File: src/rtl/clk_mux_pkg.sv
// Shared types and helpers for the clock-mux failover controller.
package clk_mux_pkg;

  // Controller phases: waiting for the mux output to settle, normal
  // operation, or parked because no candidate clock is healthy.
  typedef enum logic [1:0] {
    ST_SETTLE = 2'd0,
    ST_RUN    = 2'd1,
    ST_NOCLK  = 2'd2
  } mux_state_e;

  // Widest candidate set the priority encoder handles.
  localparam int MAX_CLK = 8;

  // Index of the lowest set bit (highest priority); 0 when vec is empty,
  // so callers must qualify the result with their own "any set" flag.
  function automatic logic [2:0] lowest_set(input logic [MAX_CLK-1:0] vec);
    logic [2:0] idx;
    idx = 3'd0;
    for (int i = MAX_CLK - 1; i >= 0; i--) begin
      if (vec[i]) begin
        idx = 3'(i);
      end else begin
        idx = idx;
      end
    end
    return idx;
  endfunction

endpackage

File: src/rtl/clk_stop_debounce.sv
// Single-bit persistence filter for one clock-stop flag: the filtered value
// only follows the raw flag after HOLDOFF_CYCLES consecutive differing samples.
module clk_stop_debounce #(
  parameter int HOLDOFF_CYCLES = 16
) (
  input  logic clk_ref,
  input  logic reset_in,
  input  logic stopped,
  output logic filt,
  output logic filt_nxt
);

  localparam int CW = $clog2(HOLDOFF_CYCLES + 1);

  logic          filt_r;
  logic          filt_nxt_s;
  logic [CW-1:0] cnt_r;
  logic [CW-1:0] cnt_nxt_s;

  // Count consecutive disagreeing samples; flip the filter on the last one.
  always_comb begin
    filt_nxt_s = filt_r;
    cnt_nxt_s  = cnt_r;
    if (stopped == filt_r) begin
      cnt_nxt_s = '0;
    end else if (cnt_r == CW'(HOLDOFF_CYCLES - 1)) begin
      filt_nxt_s = ~filt_r;
      cnt_nxt_s  = '0;
    end else begin
      cnt_nxt_s = cnt_r + CW'(1);
    end
  end

  // Filter state register with synchronous reset.
  always_ff @(posedge clk_ref) begin
    if (reset_in) begin
      filt_r <= 1'b0;
      cnt_r  <= '0;
    end else begin
      filt_r <= filt_nxt_s;
      cnt_r  <= cnt_nxt_s;
    end
  end

  assign filt     = filt_r;
  assign filt_nxt = filt_nxt_s;

endmodule

File: src/rtl/clk_mux_ctrl.sv
// Clock-mux failover controller: debounces per-clock stop flags, selects the
// highest-priority healthy clock, sequences switches through a settle window,
// optionally reverts to a recovered higher-priority clock, honours a force.
module clk_mux_ctrl
  import clk_mux_pkg::*;
#(
  parameter int NUM_CLK        = 2,
  parameter int SEL_WIDTH      = (NUM_CLK > 2) ? $clog2(NUM_CLK) : 1,
  parameter int HOLDOFF_CYCLES = 16,
  parameter int SETTLE_CYCLES  = 1024,
  parameter bit AUTO_REVERT    = 1'b1,
  parameter int REVERT_CYCLES  = 65536,
  parameter int COUNT_WIDTH    = 16
) (
  input  logic                   clk_ref,
  input  logic                   reset_in,
  input  logic [NUM_CLK-1:0]     stopped,
  input  logic                   force_en,
  input  logic [SEL_WIDTH-1:0]   force_sel,
  output logic [SEL_WIDTH-1:0]   sel,
  output logic                   switching,
  output logic                   all_stopped,
  output logic                   clk_ok,
  output logic [COUNT_WIDTH-1:0] switch_count
);

  localparam int SETTLE_W = $clog2(SETTLE_CYCLES + 1);
  localparam int REV_W    = $clog2(REVERT_CYCLES + 1);
  // Filter vectors are padded to the full select range so any select value
  // indexes them without a width mismatch.
  localparam int PAD_W    = 2 ** SEL_WIDTH;

  logic [NUM_CLK-1:0]     filt_s;
  logic [NUM_CLK-1:0]     filt_nxt_s;
  logic [NUM_CLK-1:0]     healthy_s;
  logic [PAD_W-1:0]       filt_pad_s;
  logic [PAD_W-1:0]       filt_nxt_pad_s;
  logic                   none_s;
  logic                   force_valid_s;
  logic                   do_switch_s;
  logic [SEL_WIDTH-1:0]   best_s;
  logic [SEL_WIDTH-1:0]   target_s;
  logic [SEL_WIDTH-1:0]   sel_r;
  logic [SEL_WIDTH-1:0]   sel_nxt_s;
  mux_state_e             state_r;
  mux_state_e             state_nxt_s;
  logic [SETTLE_W-1:0]    settle_r;
  logic [SETTLE_W-1:0]    settle_nxt_s;
  logic [REV_W-1:0]       rev_r;
  logic [REV_W-1:0]       rev_nxt_s;
  logic [COUNT_WIDTH-1:0] count_r;
  logic [COUNT_WIDTH-1:0] count_nxt_s;
  logic                   switching_r;
  logic                   all_stopped_r;
  logic                   clk_ok_r;

  for (genvar g = 0; g < NUM_CLK; g++) begin : g_deb
    clk_stop_debounce #(
      .HOLDOFF_CYCLES (HOLDOFF_CYCLES)
    ) u_deb (
      .clk_ref  (clk_ref),
      .reset_in (reset_in),
      .stopped  (stopped[g]),
      .filt     (filt_s[g]),
      .filt_nxt (filt_nxt_s[g])
    );
  end

  assign healthy_s      = ~filt_s;
  assign none_s         = ~|healthy_s;
  assign best_s         = SEL_WIDTH'(lowest_set(MAX_CLK'(healthy_s)));
  assign filt_pad_s     = PAD_W'(filt_s);
  assign filt_nxt_pad_s = PAD_W'(filt_nxt_s);
  // Out-of-range force selects behave as if the force were released.
  assign force_valid_s  = force_en && (32'(force_sel) < 32'(NUM_CLK));

  // Next-state decision plus switch commit (select, counter, settle reload).
  always_comb begin
    state_nxt_s  = state_r;
    settle_nxt_s = settle_r;
    rev_nxt_s    = rev_r;
    sel_nxt_s    = sel_r;
    count_nxt_s  = count_r;
    do_switch_s  = 1'b0;
    target_s     = sel_r;
    case (state_r)
      ST_SETTLE: begin
        rev_nxt_s = '0;
        if (settle_r <= SETTLE_W'(1)) begin
          state_nxt_s  = ST_RUN;
          settle_nxt_s = '0;
        end else begin
          settle_nxt_s = settle_r - SETTLE_W'(1);
        end
      end
      ST_RUN: begin
        if (force_valid_s && (force_sel != sel_r)) begin
          do_switch_s = 1'b1;
          target_s    = force_sel;
        end else if (force_valid_s) begin
          rev_nxt_s = '0;
        end else if (filt_pad_s[sel_r]) begin
          if (none_s) begin
            state_nxt_s = ST_NOCLK;
            rev_nxt_s   = '0;
          end else begin
            do_switch_s = 1'b1;
            target_s    = best_s;
          end
        end else if (AUTO_REVERT && (best_s < sel_r)) begin
          if (rev_r == REV_W'(REVERT_CYCLES - 1)) begin
            do_switch_s = 1'b1;
            target_s    = best_s;
          end else begin
            rev_nxt_s = rev_r + REV_W'(1);
          end
        end else begin
          rev_nxt_s = '0;
        end
      end
      ST_NOCLK: begin
        rev_nxt_s = '0;
        if (force_valid_s && (force_sel != sel_r)) begin
          do_switch_s = 1'b1;
          target_s    = force_sel;
        end else if (!none_s) begin
          do_switch_s = 1'b1;
          target_s    = best_s;
        end else begin
          state_nxt_s = ST_NOCLK;
        end
      end
      default: begin
        state_nxt_s  = ST_SETTLE;
        settle_nxt_s = SETTLE_W'(SETTLE_CYCLES);
        rev_nxt_s    = '0;
      end
    endcase
    // Leaving NOCLK onto the clock already selected still re-settles, but
    // only real select changes are counted.
    if (do_switch_s) begin
      sel_nxt_s    = target_s;
      state_nxt_s  = ST_SETTLE;
      settle_nxt_s = SETTLE_W'(SETTLE_CYCLES);
      rev_nxt_s    = '0;
      if ((target_s != sel_r) && (count_r != '1)) begin
        count_nxt_s = count_r + COUNT_WIDTH'(1);
      end else begin
        count_nxt_s = count_r;
      end
    end else begin
      sel_nxt_s = sel_r;
    end
  end

  // State, counters and registered status outputs.
  always_ff @(posedge clk_ref) begin
    if (reset_in) begin
      state_r       <= ST_SETTLE;
      settle_r      <= SETTLE_W'(SETTLE_CYCLES);
      rev_r         <= '0;
      sel_r         <= '0;
      count_r       <= '0;
      switching_r   <= 1'b1;
      all_stopped_r <= 1'b0;
      clk_ok_r      <= 1'b0;
    end else begin
      state_r       <= state_nxt_s;
      settle_r      <= settle_nxt_s;
      rev_r         <= rev_nxt_s;
      sel_r         <= sel_nxt_s;
      count_r       <= count_nxt_s;
      switching_r   <= (state_nxt_s == ST_SETTLE);
      all_stopped_r <= (state_nxt_s == ST_NOCLK);
      clk_ok_r      <= (state_nxt_s == ST_RUN) && !filt_nxt_pad_s[sel_nxt_s];
    end
  end

  assign sel          = sel_r;
  assign switching    = switching_r;
  assign all_stopped  = all_stopped_r;
  assign clk_ok       = clk_ok_r;
  assign switch_count = count_r;

endmodule
File: config.mk
export PLATFORM = sky130hd
export DESIGN_NAME = clk_mux_ctrl
export DESIGN_NICKNAME = d
export VERILOG_FILES = /design/src/rtl/clk_mux_pkg.sv /design/src/rtl/clk_stop_debounce.sv /design/src/rtl/clk_mux_ctrl.sv
export SDC_FILE = /design/constraint.sdc
export NUM_CORES = 1
export LEC_CHECK = 0
export ABC_AREA = 0
export CAP_MARGIN = 20
export CORE_MARGIN = 2
export CORE_UTILIZATION = 62
export DETAILED_ROUTE_END_ITERATION = 10
export HOLD_SLACK_MARGIN = 0.1
export PLACE_DENSITY_LB_ADDON = 0.2
export SKIP_LAST_GASP = 1
export SYNTH_ARGS = -nofsm -noshare
export SYNTH_HDL_FRONTEND = slang
export SYNTH_SLANG_ARGS = --single-unit
File: constraint.sdc
create_clock -name clk_ref -period 7 [get_ports clk_ref]
set_input_delay 1.75 -clock clk_ref [delete_from_list [all_inputs] [get_ports clk_ref]]
set_output_delay 1.75 -clock clk_ref [all_outputs]
set_load 0.05 [all_outputs]
Word level (Yosys, flattened, before mapping)
Cells that the tools add are included.
{"block": "op_classes", "addsub": 5, "order_cmp": 4, "n_eq_ne": 14, "muxes": 42, "bitwise": 5, "n_reduce_logical": 14}
{"cell": "17-bit two-way mux", "count": 5}
{"cell": "1-bit two-way mux", "count": 25}
{"cell": "11-bit case mux with 2 select lines", "count": 1}
{"cell": "17-bit by 1-bit adder with 17-bit output, second input constant", "count": 1}
{"cell": "17-bit by 16-bit equality test with 1-bit output, second input constant", "count": 1}
{"cell": "16-bit by 1-bit adder with 16-bit output, second input constant", "count": 1}
{"cell": "16-bit inequality test, second input constant", "count": 1}
{"cell": "2-bit two-way mux", "count": 7}
{"cell": "11-bit by 1-bit <= comparator with 1-bit output, second input constant", "count": 1}
{"cell": "11-bit two-way mux", "count": 1}
{"cell": "11-bit by 1-bit subtractor with 11-bit output, second input constant", "count": 1}
{"cell": "5-bit by 1-bit adder with 5-bit output, second input constant", "count": 2}
{"cell": "5-bit by 4-bit equality test with 1-bit output, second input constant", "count": 2}
{"cell": "3-bit OR reduction", "count": 3}
{"cell": "2-bit case mux with 3 select lines", "count": 1}
{"cell": "2-bit OR reduction", "count": 3}
{"cell": "2-bit by 1-bit equality test with 1-bit output, second input constant", "count": 2}
{"cell": "2-bit equality test, second input constant", "count": 2}
{"cell": "2-bit zero test", "count": 2}
{"cell": "1-bit by 2-bit less-than comparator with 1-bit output, second input constant", "count": 2}
{"cell": "4-bit inequality test, second input constant", "count": 1}
{"cell": "1-bit inverter", "count": 4}
{"cell": "1-bit case mux with 2 select lines", "count": 2}
{"cell": "1-bit logical AND", "count": 3}
{"cell": "other kinds (8)", "count": 10}
{"block": "totals", "register_bits": 62, "input_bits": 6, "out_inout_bits": 20, "wordCells": 96}

Depth between registers and ports, before layout
{"block": "logic_depth", "word_depth": 14, "depth_mapped": 12, "ltp_nobuf": 10}

Cells and area by module
Synthesis repeated with hierarchy kept, for this count alone.
{"block": "hier_totals", "cells_unflattened": 363, "area_unflattened_um2": 3114.2}
{"mod": "clk_mux_ctrl", "instances": 1, "cells_each": 317, "area_each_um2": 2638.8, "seq_area_each_um2": 1001.0}
{"mod": "clk_stop_debounce", "instances": 2, "cells_each": 23, "area_each_um2": 237.7, "seq_area_each_um2": 120.1}

Worst setup path before layout
No wires, ideal clock.
{"block": "synth_timing", "path_type": "input -> register", "startpoint": "input force_en", "endpoint": "register count_r[9], in the netlist switch_count[9]", "setup_ns": 0.121, "arrival_time_ns": 3.153, "required_time_ns": 6.879, "path_slack_ns": 3.727, "path_stages": 8, "n_path_buf": 2, "path_cell_list": "buf_2 > a21o_1 > nand3_1 > nand3_2 > xnor2_1 > buf_6 > nor4_1 > mux2_2"}
{"block": "synth_via", "elab_chain_cells": 6, "elab_cells_between_ends": 12, "classes_between": "eq/ne: 1; mux: 8; reduce/logical: 3"}
{"element": "from (decl)", "line": "clk_mux_ctrl.sv:18", "text": "input logic force_en,"}
{"element": "1-bit two-way mux or 1-bit logical AND (tied branches)", "line": "clk_mux_ctrl.sv:100, clk_mux_ctrl.sv:97, clk_mux_ctrl.sv:123"}
{"element": "1-bit two-way mux (on tied branches)", "line": "clk_mux_ctrl.sv:97, clk_mux_ctrl.sv:123"}
{"element": "1-bit case mux with 2 select lines", "line": "clk_mux_ctrl.sv:86", "text": "case (state_r)"}
{"element": "1-bit inequality test", "line": "clk_mux_ctrl.sv:146", "text": "if ((target_s != sel_r) && (count_r != '1)) begin"}
{"element": "1-bit logical AND", "line": "clk_mux_ctrl.sv:146"}
{"element": "2-bit AND reduction (no source line) *"}
{"element": "to (signal assigned)", "line": "clk_mux_ctrl.sv:172", "text": "count_r <= count_nxt_s;"}
{"element": "to (decl)", "line": "clk_mux_ctrl.sv:51", "text": "logic [COUNT_WIDTH-1:0] count_r;"}
Every way passes the cells marked *; elsewhere a longest branch is shown, timed or not.
A chain may end at the register's enable or synchronous reset.

Final worst setup path
{"block": "layout_timing", "startpoint": "input force_en", "endpoint": "register count_r[15], in the netlist switch_count[15]"}
Same word-level chain as after synthesis.

==> Implementation_results.wiki <==
{| class="wikitable"
! Metric !! Value
|-
| Total Power Consumption || 0.920 mW
|-
| Hold buffer count at CTS || 0
|-
| Post-route worst setup slack || 3.05 ns
|-
| Largest net degree at the start of global routing || 32
|-
| Met1 Resource Use GR || roughly 32%
|-
| Detailed-route vias per instance || 5.67
|-
| Final weighted congestion in routability-driven placement || between 0.8 and 0.9
|-
| Overall die width || roughly 75 um
|-
| Crit path time final || about 3.9 ns
|-
| Sink Count || 62
|-
| Synthesized instance count || 366
|-
| Final Slew Violations || 0
|-
| Syn_area_per_cell || 8.55 um2
|-
| Setup repair after global routing missed its margin || no
|-
| Maximum vdd ir drop || about 0.21 mV
|-
| Fmax || 253 MHz
|-
| Clock skew after layout || 0.00929 ns
|-
| Global-route layer with the greatest usage || met2
|-
| Met2 demand-to-capacity share in global routing || 37.8%
|-
| Combined global-route utilization of all metal layers || between 20 and 25%
|-
| Setup fix buffers added after clock tree synthesis || 0
|-
| Critical setup path kind || input pin to flop
|-
| Number of nets produced by synthesis || 386
|-
| Worst reg2reg endpoint || switch_count[15]
|-
| R2r worst-path depth || 10
|-
| Ports || 26
|-
| Most frequent cells in the layout || 64 x sky130_fd_sc_hd__nor2_1, 62 x sky130_fd_sc_hd__dfxtp_1, 25 x sky130_fd_sc_hd__clkdlybuf4s50_1
|-
| Core area || 0.00479 mm2
|-
| Share of layout cells above drive strength 1 || approximately 7.3%
|-
| Final wirelength || 6.26 mm
|-
| Setup Slack @ Placement || 2.72 ns
|-
| Worst-path maximum fanout || 15
|-
| Rel. slew slack || 45.8%
|-
| Via count of the first global-routing pass || about 2400
|-
| Area taken by flip-flops and latches || 0.00124 mm2
|-
| Area of the die || 0.00563 mm2
|-
| Clock Tree Buf Depth || 2
|-
| Number of synthesized register bits || 62
|-
| Total half-perimeter wirelength after legalization and detailed placement || 4.26 mm
|-
| Yosys warnings || 0
|-
| Transition at the pin with the smallest max-transition slack || 0.807 ns
|-
| Async S/R FF share, synth || 0%
|-
| Sequential element share of the synthesized area || between 30% and 40%
|-
| Data arrival time at the worst-slack endpoint || roughly 4.2 ns
|-
| Final TNS setup || 0 ns
|-
| IO buf count || 25
|-
| Register-to-register setup slack || 3.81 ns
|-
| Met3 routing resource usage after global routing || 4.28%
|-
| Number of gates given a new drive strength after cts || 0
|-
| Growth of design area from synthesis to finish || 15.3%
|-
| Die Ht || between 70 and 80 um
|-
| Initial Utilization || 65.4%
|-
| Root Driver || sky130_fd_sc_hd__clkbuf_8
|-
| Crit path capture type || flop
|-
| Dominant synthesized flop cell || sky130_fd_sc_hd__dfxtp_1
|-
| Number of CTS-inserted buffers || 9
|-
| Wire length of the first global-routing pass || between 10 and 15 mm
|-
| Routed length per instance || 13.6 um
|-
| Power Density || 255 mW/mm2
|-
| Number of nets in the layout || 410
|-
| Antenna-violating nets left || 0
|-
| Sum of overflow across all layers after global routing || 0
|-
| Initial antenna violation count || 0
|-
| Drt drc || 0
|-
| Clock transition at the registers of the reported paths || 0.07 ns
|-
| Detailed-route via count || 2621
|-
| Violation count after the first detailed-route iteration || between 100 and 150
|-
| Netlist area before placement || 0.00313 mm2
|-
| CP endpoint || switch_count[15]
|-
| Clock insertion delay at the later pin of the skew report || 0.34 ns
|-
| Area of the multi-input gates || between 0.0015 and 0.002 mm2
|-
| Final hold vios || 0
|-
| Startpoint of the worst setup timing path || force_en
|-
| Required time of the worst setup path || 7.23 ns
|-
| Number of maximum-capacitance constraint violations || 0
|-
| Leakage power summed over all cells || 1.33 nW
|-
| Clock tree from TritonCTS || yes
|-
| Final clock period utilization by the worst path || between 50% and 60%
|-
| Number of rows created at floorplan || 25
|-
| Filler cells || 357
|-
| Critical Path Source Type || input pin
|-
| Result of the run || completed
|-
| Number of enable flip-flop cells after synthesis || 0
|-
| Most common cell after layout, fill and taps aside || sky130_fd_sc_hd__nor2_1
|-
| Hold/Removal Path Class || flop to flop
|-
| Antenna fix cells || 0
|-
| Synth unique cells || 53
|-
| Maximum level of the CTS H-tree || 3
|-
| Startpoint of the most critical register-to-register path || rev_r[3]
|-
| Number of iterations in the first detailed-routing pass || 4
|-
| Number of endpoints failing setup at the final stage || 0
|}
[routing by layer]
metal / wire length, um / share of wire (%)
met3: 190 / 3.0
met1: 3030 / 48
met5: 0 / 0
met2: 2930 / 47
met4: 120 / 1.9
[worst min path at each step]
stage          slack [ns]  depth (start not counted)                    start                       to
6_report             0.45                          1  g_deb[1].u_deb.cnt_r[0]  g_deb[1].u_deb.cnt_r[0]
5_1_grt              0.48                          1  g_deb[1].u_deb.cnt_r[0]  g_deb[1].u_deb.cnt_r[0]
4_1_cts              0.45                          1  g_deb[1].u_deb.cnt_r[0]  g_deb[1].u_deb.cnt_r[0]
3_5_place_dp         0.43                          1  g_deb[1].u_deb.cnt_r[0]  g_deb[1].u_deb.cnt_r[0]
3_3_place_gp         0.43                          1  g_deb[0].u_deb.cnt_r[0]  g_deb[0].u_deb.cnt_r[0]
2_1_floorplan        0.42                          1  g_deb[0].u_deb.cnt_r[0]  g_deb[0].u_deb.cnt_r[0]
[critical path, cell delays in order]
cell and delay [ns]:
sky130_fd_sc_hd__clkdlybuf4s50_1 0.61, sky130_fd_sc_hd__mux2_4 0.35, sky130_fd_sc_hd__o22a_1 0.25, sky130_fd_sc_hd__nand4_1 0.09, sky130_fd_sc_hd__and4b_1 0.54, sky130_fd_sc_hd__and4_1 0.28, sky130_fd_sc_hd__mux2_1 0.31
[cell type report]
cell class,instances,area share (%)
tap,67,2.32
timing repair buffer,26,7.15
multi-input combinational,274,48.4
sequential,62,34.4
inverter,17,1.77
clock buffer,10,3.54
clock inverter,6,2.39
[cell families after synthesis]
group                      count (synthesis)  share of synthesized area [%]
AOI/OAI and AO/OA                         51                           10.9
xor gates and xnor gates                  30                           8.40
adders and majority gates                 14                           5.60
buffers and inverters                     30                           4.48
DFF                                       62                           39.7
muxes                                     10                           3.60
and+or+nand+nor                          169                           27.4
[through the flow]
stage	utilization [%]	instances	hold slack (ns)	cell area, um2
after global placement	70.9	446	0.428	3390
final	75.4	462	0.448	3610
after CTS	75.4	462	0.451	3610
after floorplan	-	366	0.418	3130
after global routing	75.4	462	0.477	3610
after detailed placement	70.9	446	0.434	3390
[cell usage after synthesis (2+ instances only)]
library cell	n	area share, %
sky130_fd_sc_hd__clkbuf_1	5	0.60
sky130_fd_sc_hd__nand3b_1	3	0.72
sky130_fd_sc_hd__nand2b_1	6	1.2
sky130_fd_sc_hd__mux2i_1	3	0.96
sky130_fd_sc_hd__a21oi_1	16	2.6
sky130_fd_sc_hd__or4_1	4	0.96
sky130_fd_sc_hd__and4_1	3	0.84
sky130_fd_sc_hd__nand3_1	14	2.2
sky130_fd_sc_hd__o21ai_0	8	1.3
sky130_fd_sc_hd__ha_1	14	5.6
sky130_fd_sc_hd__nor2_1	64	7.7
sky130_fd_sc_hd__o31ai_1	4	0.96
sky130_fd_sc_hd__nand4_1	9	1.8
sky130_fd_sc_hd__xor2_1	11	3.1
sky130_fd_sc_hd__mux2_1	3	1.1
sky130_fd_sc_hd__a31o_2	3	0.84
sky130_fd_sc_hd__xnor2_1	19	5.3
sky130_fd_sc_hd__nor3_1	13	2.1
sky130_fd_sc_hd__nand2_1	17	2.0
sky130_fd_sc_hd__buf_2	4	0.64
sky130_fd_sc_hd__a221oi_1	2	0.56
sky130_fd_sc_hd__nor2b_1	8	1.6
sky130_fd_sc_hd__dfxtp_1	62	40
sky130_fd_sc_hd__and2_1	3	0.60
sky130_fd_sc_hd__inv_1	17	2.0
sky130_fd_sc_hd__nor4_1	4	0.80
sky130_fd_sc_hd__a21o_1	3	0.72
sky130_fd_sc_hd__and3_1	10	2.0
sky130_fd_sc_hd__or2_2	3	0.60
sky130_fd_sc_hd__or3_1	3	0.60
sky130_fd_sc_hd__mux2_2	3	1.1
sky130_fd_sc_hd__o2111ai_1	2	0.56
sky130_fd_sc_hd__buf_6	3	1.1
[power breakdown]
part	switching, mW	internal [mW]
sequential	0.0243	0.379
clock	0.140	0.200
combinational	0.0993	0.0771
[state kept, by name (all words and copies together), names as in the netlist]
| signal | count |
|---|---|
| all_stopped | 1 |
| clk_ok | 1 |
| g_deb.u_deb.cnt_r | 10 |
| g_deb.u_deb.filt | 2 |
| rev_r | 17 |
| sel | 1 |
| settle_r | 11 |
| state_r | 2 |
| switch_count | 16 |
| switching | 1 |
No activity file was read; power rests on OpenSTA's default activity.
